**src/rtl/mc_sched_pkg.sv**
```systemverilog
// Shared state type and default widths for the Monte Carlo batch scheduler.
package mc_sched_pkg;

   typedef enum logic [1:0] {
      IDLE  = 2'd0,
      BUILD = 2'd1,
      HOLD  = 2'd2
   } sched_state_e;

   localparam int DATA_W_DEF       = 18;
   localparam int MU_ADDR_W_DEF    = 9;
   localparam int SIGMA_ADDR_W_DEF = 10;
   localparam int PERF_W           = 16;

endpackage

```
**src/rtl/mc_batch_scheduler_rr_arbiter.sv**
```systemverilog
// Round-robin arbiter: combinational one-hot grant, priority starts one past the last grant.
module rr_arbiter #(
   parameter int N     = 3,
   parameter int IDX_W = (N > 1) ? $clog2(N) : 1
) (
   input  logic         clk_i,
   input  logic         rst_i,
   input  logic         en_i,
   input  logic [N-1:0] req_i,
   output logic [N-1:0] gnt_o
);

   logic [IDX_W-1:0] ptr_q, ptr_d;
   logic [IDX_W-1:0] cand;
   logic             found;
   int               j;

   always_comb begin
      gnt_o = '0;
      ptr_d = ptr_q;
      found = 1'b0;
      cand  = '0;
      j     = 0;
      for (int i = 0; i < N; i++) begin
         j = int'(ptr_q) + i;
         if (j >= N) j = j - N;
         cand = IDX_W'(j);
         if (en_i && !found && req_i[cand]) begin
            found       = 1'b1;
            gnt_o[cand] = 1'b1;
            ptr_d       = (j == N - 1) ? '0 : IDX_W'(j + 1);
         end
      end
   end

   always_ff @(posedge clk_i or posedge rst_i) begin
      if (rst_i) ptr_q <= '0;
      else       ptr_q <= ptr_d;
   end

endmodule

```
**src/rtl/mc_batch_scheduler.sv**
```systemverilog
// Batch sequencer: option handshake, generator done tracking, table-write arbitration,
// ping-pong bank flip and core launch. Optional build-cycle counter under MC_PERF_COUNT_EN.
//   state | meaning
//   IDLE  | waiting for an option; cores may still be running
//   BUILD | generators filling the write bank
//   HOLD  | tables built, waiting for the running cores to finish
module mc_batch_scheduler
   import mc_sched_pkg::*;
#(
   parameter int EXP_MU_N     = 3,
   parameter int EXP_SIGMA_N  = 3,
   parameter int CORE_N       = 2,
   parameter int MU_ADDR_W    = MU_ADDR_W_DEF,
   parameter int SIGMA_ADDR_W = SIGMA_ADDR_W_DEF,
   parameter int DATA_W       = DATA_W_DEF
) (
   input  logic                            CLK,
   input  logic                            RST,
   input  logic                            iOptValid,
   output logic                            oOptReady,
   input  logic [DATA_W-1:0]               iMu,
   input  logic [DATA_W-1:0]               iS,
   input  logic [DATA_W-1:0]               iSigma,
   output logic [DATA_W-1:0]               oMu,
   output logic [DATA_W-1:0]               oS,
   output logic [DATA_W-1:0]               oSigma,
   output logic                            oStartExp,
   input  logic [EXP_MU_N-1:0]             iDoneExpMu,
   input  logic [EXP_SIGMA_N-1:0]          iDoneExpSigma,
   input  logic [EXP_MU_N-1:0]             iMuWrValid,
   input  logic [EXP_MU_N*MU_ADDR_W-1:0]   iMuWrAddr,
   input  logic [EXP_MU_N*DATA_W-1:0]      iMuWrData,
   output logic [EXP_MU_N-1:0]             oMuWrGnt,
   output logic                            oMuWrEn,
   output logic [MU_ADDR_W-1:0]            oMuWrAddr,
   output logic [DATA_W-1:0]               oMuWrData,
   input  logic [EXP_SIGMA_N-1:0]          iSigmaWrValid,
   input  logic [EXP_SIGMA_N*SIGMA_ADDR_W-1:0] iSigmaWrAddr,
   input  logic [EXP_SIGMA_N*DATA_W-1:0]   iSigmaWrData,
   output logic [EXP_SIGMA_N-1:0]          oSigmaWrGnt,
   output logic                            oSigmaWrEn,
   output logic [SIGMA_ADDR_W-1:0]         oSigmaWrAddr,
   output logic [DATA_W-1:0]               oSigmaWrData,
   output logic                            oBank,
   output logic                            oStartCores,
   input  logic [CORE_N-1:0]               iDoneCore,
   output logic                            oBusy,
   output logic [PERF_W-1:0]               oBuildCycles
);

   sched_state_e           state_q;
   logic                   opt_ready_q, start_exp_q, start_cores_q, bank_q, cores_busy_q;
   logic [DATA_W-1:0]      mu_q, s_q, sigma_q;
   logic [EXP_MU_N-1:0]    mu_mask_q;
   logic [EXP_SIGMA_N-1:0] sg_mask_q;
   logic [CORE_N-1:0]      core_mask_q;
   logic                   mu_wr_en_q, sg_wr_en_q;
   logic [MU_ADDR_W-1:0]   mu_wr_addr_q, mu_addr_sel;
   logic [SIGMA_ADDR_W-1:0] sg_wr_addr_q, sg_addr_sel;
   logic [DATA_W-1:0]      mu_wr_data_q, sg_wr_data_q, mu_data_sel, sg_data_sel;
   logic [EXP_MU_N-1:0]    mu_gnt;
   logic [EXP_SIGMA_N-1:0] sg_gnt;
   logic                   in_build, accept, build_done, cores_fin, cores_free, launch;

   assign in_build = (state_q == BUILD);
   assign accept   = iOptValid && opt_ready_q;

   // Current-cycle pulses count toward completion so the launch lands one cycle later.
   assign build_done = in_build
                       && (&(mu_mask_q | iDoneExpMu))
                       && (&(sg_mask_q | iDoneExpSigma))
                       && !(|iMuWrValid) && !(|iSigmaWrValid);
   assign cores_fin  = cores_busy_q && (&(core_mask_q | iDoneCore));
   assign cores_free = !cores_busy_q || cores_fin;
   assign launch     = cores_free && (build_done || (state_q == HOLD));

   always_ff @(posedge CLK or posedge RST) begin
      if (RST) begin
         state_q       <= IDLE;
         opt_ready_q   <= 1'b0;
         start_exp_q   <= 1'b0;
         start_cores_q <= 1'b0;
         bank_q        <= 1'b0;
         mu_q          <= '0;
         s_q           <= '0;
         sigma_q       <= '0;
         mu_mask_q     <= '0;
         sg_mask_q     <= '0;
      end else begin
         start_exp_q   <= 1'b0;
         start_cores_q <= 1'b0;
         case (state_q)
            IDLE: begin
               opt_ready_q <= !accept;
               if (accept) begin
                  mu_q        <= iMu;
                  s_q         <= iS;
                  sigma_q     <= iSigma;
                  start_exp_q <= 1'b1;
                  mu_mask_q   <= '0;
                  sg_mask_q   <= '0;
                  state_q     <= BUILD;
               end
            end
            BUILD: begin
               mu_mask_q   <= mu_mask_q | iDoneExpMu;
               sg_mask_q   <= sg_mask_q | iDoneExpSigma;
               opt_ready_q <= launch;
               if (launch) begin
                  bank_q        <= ~bank_q;
                  start_cores_q <= 1'b1;
                  state_q       <= IDLE;
               end else if (build_done) begin
                  state_q <= HOLD;
               end
            end
            HOLD: begin
               opt_ready_q <= launch;
               if (launch) begin
                  bank_q        <= ~bank_q;
                  start_cores_q <= 1'b1;
                  state_q       <= IDLE;
               end
            end
            default: begin
               opt_ready_q <= 1'b0;
               state_q     <= IDLE;
            end
         endcase
      end
   end

   // A launch re-arms core tracking even when the previous run finishes in the same cycle.
   always_ff @(posedge CLK or posedge RST) begin
      if (RST) begin
         cores_busy_q <= 1'b0;
         core_mask_q  <= '0;
      end else if (launch) begin
         cores_busy_q <= 1'b1;
         core_mask_q  <= '0;
      end else if (cores_fin) begin
         cores_busy_q <= 1'b0;
         core_mask_q  <= '0;
      end else if (cores_busy_q) begin
         core_mask_q  <= core_mask_q | iDoneCore;
      end
   end

   rr_arbiter #(.N(EXP_MU_N)) u_mu_arb (
      .clk_i (CLK),
      .rst_i (RST),
      .en_i  (in_build),
      .req_i (iMuWrValid),
      .gnt_o (mu_gnt)
   );

   rr_arbiter #(.N(EXP_SIGMA_N)) u_sg_arb (
      .clk_i (CLK),
      .rst_i (RST),
      .en_i  (in_build),
      .req_i (iSigmaWrValid),
      .gnt_o (sg_gnt)
   );

   always_comb begin
      mu_addr_sel = '0;
      mu_data_sel = '0;
      sg_addr_sel = '0;
      sg_data_sel = '0;
      for (int i = 0; i < EXP_MU_N; i++) begin
         if (mu_gnt[i]) begin
            mu_addr_sel = iMuWrAddr[i*MU_ADDR_W +: MU_ADDR_W];
            mu_data_sel = iMuWrData[i*DATA_W +: DATA_W];
         end
      end
      for (int i = 0; i < EXP_SIGMA_N; i++) begin
         if (sg_gnt[i]) begin
            sg_addr_sel = iSigmaWrAddr[i*SIGMA_ADDR_W +: SIGMA_ADDR_W];
            sg_data_sel = iSigmaWrData[i*DATA_W +: DATA_W];
         end
      end
   end

   always_ff @(posedge CLK or posedge RST) begin
      if (RST) begin
         mu_wr_en_q   <= 1'b0;
         mu_wr_addr_q <= '0;
         mu_wr_data_q <= '0;
         sg_wr_en_q   <= 1'b0;
         sg_wr_addr_q <= '0;
         sg_wr_data_q <= '0;
      end else begin
         mu_wr_en_q <= |mu_gnt;
         sg_wr_en_q <= |sg_gnt;
         if (|mu_gnt) begin
            mu_wr_addr_q <= mu_addr_sel;
            mu_wr_data_q <= mu_data_sel;
         end
         if (|sg_gnt) begin
            sg_wr_addr_q <= sg_addr_sel;
            sg_wr_data_q <= sg_data_sel;
         end
      end
   end

`ifdef MC_PERF_COUNT_EN
   logic [PERF_W-1:0] perf_cnt_q, build_cycles_q, perf_inc;

   assign perf_inc = (perf_cnt_q == '1) ? perf_cnt_q : perf_cnt_q + 1'b1;

   // build_done is exactly the last BUILD cycle, so latch the count including it.
   always_ff @(posedge CLK or posedge RST) begin
      if (RST) begin
         perf_cnt_q     <= '0;
         build_cycles_q <= '0;
      end else begin
         if (accept)        perf_cnt_q <= '0;
         else if (in_build) perf_cnt_q <= perf_inc;
         if (build_done)    build_cycles_q <= perf_inc;
      end
   end

   assign oBuildCycles = build_cycles_q;
`else
   assign oBuildCycles = '0;
`endif

   assign oOptReady    = opt_ready_q;
   assign oMu          = mu_q;
   assign oS           = s_q;
   assign oSigma       = sigma_q;
   assign oStartExp    = start_exp_q;
   assign oMuWrGnt     = mu_gnt;
   assign oMuWrEn      = mu_wr_en_q;
   assign oMuWrAddr    = mu_wr_addr_q;
   assign oMuWrData    = mu_wr_data_q;
   assign oSigmaWrGnt  = sg_gnt;
   assign oSigmaWrEn   = sg_wr_en_q;
   assign oSigmaWrAddr = sg_wr_addr_q;
   assign oSigmaWrData = sg_wr_data_q;
   assign oBank        = bank_q;
   assign oStartCores  = start_cores_q;
   assign oBusy        = (state_q != IDLE) || cores_busy_q;

endmodule

```
**config.mk**
```make
export PLATFORM = sky130hd
export DESIGN_NAME = mc_batch_scheduler
export DESIGN_NICKNAME = d
export VERILOG_FILES = /design/src/rtl/mc_sched_pkg.sv /design/src/rtl/mc_batch_scheduler_rr_arbiter.sv /design/src/rtl/mc_batch_scheduler.sv
export SDC_FILE = /design/constraint.sdc
export NUM_CORES = 1
export LEC_CHECK = 0
export CORE_AREA = 2 2 147 149
export DETAILED_ROUTE_END_ITERATION = 10
export DIE_AREA = 0 0 149 151
export PLACE_DENSITY = 0.7
export SKIP_CTS_REPAIR_TIMING = 1
export SYNTH_ARGS = -nofsm -noshare
export SYNTH_HDL_FRONTEND = slang
export SYNTH_SLANG_ARGS = --single-unit
```
**constraint.sdc**
```tcl
create_clock -name CLK -period 11.4 [get_ports CLK]
set_input_delay 1.14 -clock CLK [delete_from_list [all_inputs] [get_ports CLK]]
set_output_delay 1.14 -clock CLK [all_outputs]
set_load 0.005 [all_outputs]
```
==> reports/qor.csv <==
stage,metric,value,unit
cts,cts.path.max_buffers,2,
drt,wl_met1,9470,um
global_route,grt_pass1_wl,33400,um
floorplan,die-area,0.0225,mm2
worst_setup_path,max_stage_delay,0.57,ns
logic_synthesis,synth_area_leader_cell,dfrtp_1,
global_route,grt_max_degree,69,
logic_synthesis,synthSimpleGateAreaFrac,9.92,%
cts,clk_pin_slew,0.06,ns
drt,met3_length,1330,um
sta,setup-tns-final,0,ns
worst_setup_path,critPathLaunchType,input port,
drt,first_pass_iters,5,
global_route,antenna_found_initial,0,
worst_hold_path,hp-start,oBank$_DFFE_PP0P_,
sta,setup_slack,6.52,ns
sta,skew,0.0172,ns
logic_synthesis,ys_ff_latch,130,
pwr,ir_worst_vdd,0.110,mV
pwr,power.switching,1030,uW
cts,cts.sinks,130,
logic_synthesis,syn_avg_cell_area,11.4,um2
floorplan,die_w,149,um
cts,root_buffer,clkbuf_16,
worst_hold_path,hold_path_depth,1,
cts,htree_levels,4,
drt,vias,5979,
drt,top_layer_used,met4,
finish,fill_cells,1892,
floorplan,dieHeight,151,um
worst_setup_path,r2r-start,u_mu_arb.ptr_q[1]$_DFFE_PP0P_,
cts,clock_latency,0.41,ns
sta,fin_crit,4.88,ns
sta,whs,0.492,ns
global_route,grt_pass1_vias,5958,
drt,initialDrtViolationCount,297,
finish,fin_area,0.0112,mm2
pwr,powerDensity,264,mW/mm2
worst_setup_path,required,10.26,ns
drt,vias_per_cell,4.84,
drt,post_drt_wl_per_cell,18.2,um
finish,fin_nets,1195,
place,place_hpwl,16700,um
outcome,status,completed,
logic_synthesis,ys_seq_area_share,47.2,%
finish,layout-drive-gt1-share,13.9,%
global_route,grt_remaining_overflow,0,
sta,rsz0062_at_grt,no,
logic_synthesis,synth-async-reset-ratio,100,%
place,io_buffer_count,357,
sta,relSlewSlack,34.0,%
sta,maxSlewViolCount,0,
pwr,p_clk_share,18.6,%
logic_synthesis,synthXorXnorAreaFrac,0.127,%
logic_synthesis,ys.warnings.count,0,
flow_run,maxCapViolCount,0,
sta,max_freq,205,MHz
worst_setup_path,cp_data_arrival_time,3.74,ns
floorplan,core,0.0208,mm2
logic_synthesis,synth-adder-area-share,2.18,%
drt,drc,0,
worst_setup_path,rrSetupSlack,8.16,ns
logic_synthesis,synth_edf_count,0,
pwr,power.internal,1920,uW
pwr,p_leak,0.00455,uW
global_route,grtUsageTotal,19.2,%
logic_synthesis,ys.flop_type,dfrtp_1,
cts,cts_tree,yes,
worst_setup_path,worst_path_max_delay_cell,clkdlybuf4s50_1,
logic_synthesis,yosys-top-cells-area,"dfrtp_1 (47%), mux2_2 (9.3%), mux2i_1 (4.7%)",
drt,ant_nets,0,
floorplan,io_pins,374,
worst_setup_path,r2r_cells,10,
worst_hold_path,holdPathEnd,oBank$_DFFE_PP0P_,
drt,drt_wl_total,22500,um
place,place_ws,6.48,ns
place,gp_congestion,0.870,
worst_hold_path,hp-class,flip-flop to flip-flop,
floorplan,start_util,33.1,%
sta,setup_viol_count_final,0,
worst_setup_path,worstSetupEndpointType,output pin,
pwr,combinationalPowerShare,53.6,%
worst_setup_path,cp_max_fo,30,
worst_setup_path,cp_cell_sequence,clkdlybuf4s50_1 -> mux2i_1 -> o22a_1 -> nand2_1 -> o21a_2 -> inv_1 -> buf_4 -> clkdlybuf4s50_1,
worst_setup_path,crit_path_frequent_cell,clkdlybuf4s50_1,
pwr,swShare,34.9,%
pwr,power.total,2950,uW
logic_synthesis,synth_compound_area_share,18.4,%
worst_setup_path,reg2reg_to,oMuWrAddr[8]$_DFFE_PP0P_,
logic_synthesis,syn_inst,605,
drt,wl_met2,11000,um
finish,area_growth,62.2,%
sta,worst_pin_slew,0.988,ns
logic_synthesis,synthMuxAreaShare,14.5,%
logic_synthesis,synth.distinct_cells,61,
worst_setup_path,worstSetupPathType,input port to output pin,
pwr,pwr-share-seq,27.9,%
logic_synthesis,synth_top_area_share,47.2,%
place,placed_area,0.0106,mm2
logic_synthesis,netlist_area,0.00689,mm2
sta,post-route-period-util,42.8,%
cts,cts_buffers,17,
sta,hold_viol_final,0,
logic_synthesis,synth_top_family_by_area,compound AO/OA/AOI/OAI gates,
floorplan,rows,53,
## layout make-up
cell class              count  area [um2]  share of cell area [%]
diodes                      1        2.50                  0.0224
clock buffers              19         453                    4.06
clock inverters            13         136                    1.22
inverters                  41         161                    1.45
multi-input cells         393        3190                    28.6
flip-flops and latches    130        3250                    29.1
well taps                 275         344                    3.08
repair buffers            364        3630                    32.5
## power by group through the flow
stage               registers, uW  logic (uW)  clock network (uW)
global placement              818        1570                   0
detailed placement            826        1590                   0
finish                        820        1580                 547
floorplan                     835         876                   0
global route                  848        1710                 584
CTS                           822        1590                 564
## worst max-delay path, delay by kind of cell
kind / cells / cell delay (ns)
multiplexers: 1 / 0.23
AO/OA/AOI/OAI: 2 / 0.72
buffers and inverters: 4 / 1.55
AND/OR/NAND/NOR: 1 / 0.08
## Yosys cell counts, types with 4 or more instances
cell type,number
o21ai_0,9
nand2b_1,37
nor2b_1,4
mux2_2,57
o311ai_1,5
ha_1,12
a221oi_2,21
clkbuf_1,14
a21o_1,4
a22o_1,9
buf_6,4
a221oi_1,7
inv_1,40
buf_4,19
buf_2,14
dfrtp_1,130
nor2_1,33
a21oi_1,8
o22ai_1,6
mux2i_1,32
nand2_1,40
a2bb2oi_1,30
o311ai_0,23
## layout by cell type (no fill, tap or decap), types with 7 or more instances in the layout
master	n
a21oi_1	7
a221oi_1	7
a221oi_2	21
a22o_1	9
a2bb2oi_1	30
buf_4	7
clkbuf_16	17
clkdlybuf4s50_1	357
conb_1	16
dfrtp_1	130
ha_1	12
inv_1	39
inv_6	7
mux2_2	57
mux2i_1	32
nand2_1	40
nand2b_1	37
nor2_1	33
o21ai_0	9
o311ai_0	23
## how the worst max path moves through the flow
stage,startpoint,end,cells past startpoint
CTS,iSigmaWrValid[2],oSigmaWrGnt[2],8
floorplan,RST,core_mask_q[0]$_DFFE_PP0P_,1
global placement,iSigmaWrValid[2],oSigmaWrGnt[2],8
detailed placement,iSigmaWrValid[2],oSigmaWrGnt[2],8
finish,iSigmaWrValid[2],oSigmaWrGnt[2],8
global route,iSigmaWrValid[2],oSigmaWrGnt[2],8
## metal layers
metal  vias up  global-route usage [%]
li1       2852                       -
met1      2891                    24.7
met2       190                    30.4
met3        46                    5.60
met4         0                    8.14
met5         -                       0
## sequential cells by signal, indices dropped and copies added, names as in the netlist, 2 cells and up
signal	cells
oS	18
u_sg_arb.ptr_q	2
oSigmaWrData	18
oMuWrData	18
u_mu_arb.ptr_q	2
mu_mask_q	3
oSigma	18
state_q	2
sg_mask_q	3
oMuWrAddr	9
core_mask_q	2
oSigmaWrAddr	10
oMu	18
## per-stage QoR
| stage | util, % | instances |
|---|---|---|
| after floorplan | - | 620 |
| after global placement | 50.8 | 1203 |
| after detailed placement | 50.8 | 1203 |
| after CTS | 53.6 | 1235 |
| after global routing | 53.6 | 1235 |
| final | 53.6 | 1236 |
## cell families after synthesis
kind of cell             Yosys count
AO/OA/AOI/OAI                    139
AND/OR/NAND/NOR                  134
flip-flops                       130
buffers and inverters             97
multiplexers                      91
adder cells (fa/ha/maj)           12
other                              1
XOR/XNOR                           1
(Power assumes the default switching activity.)
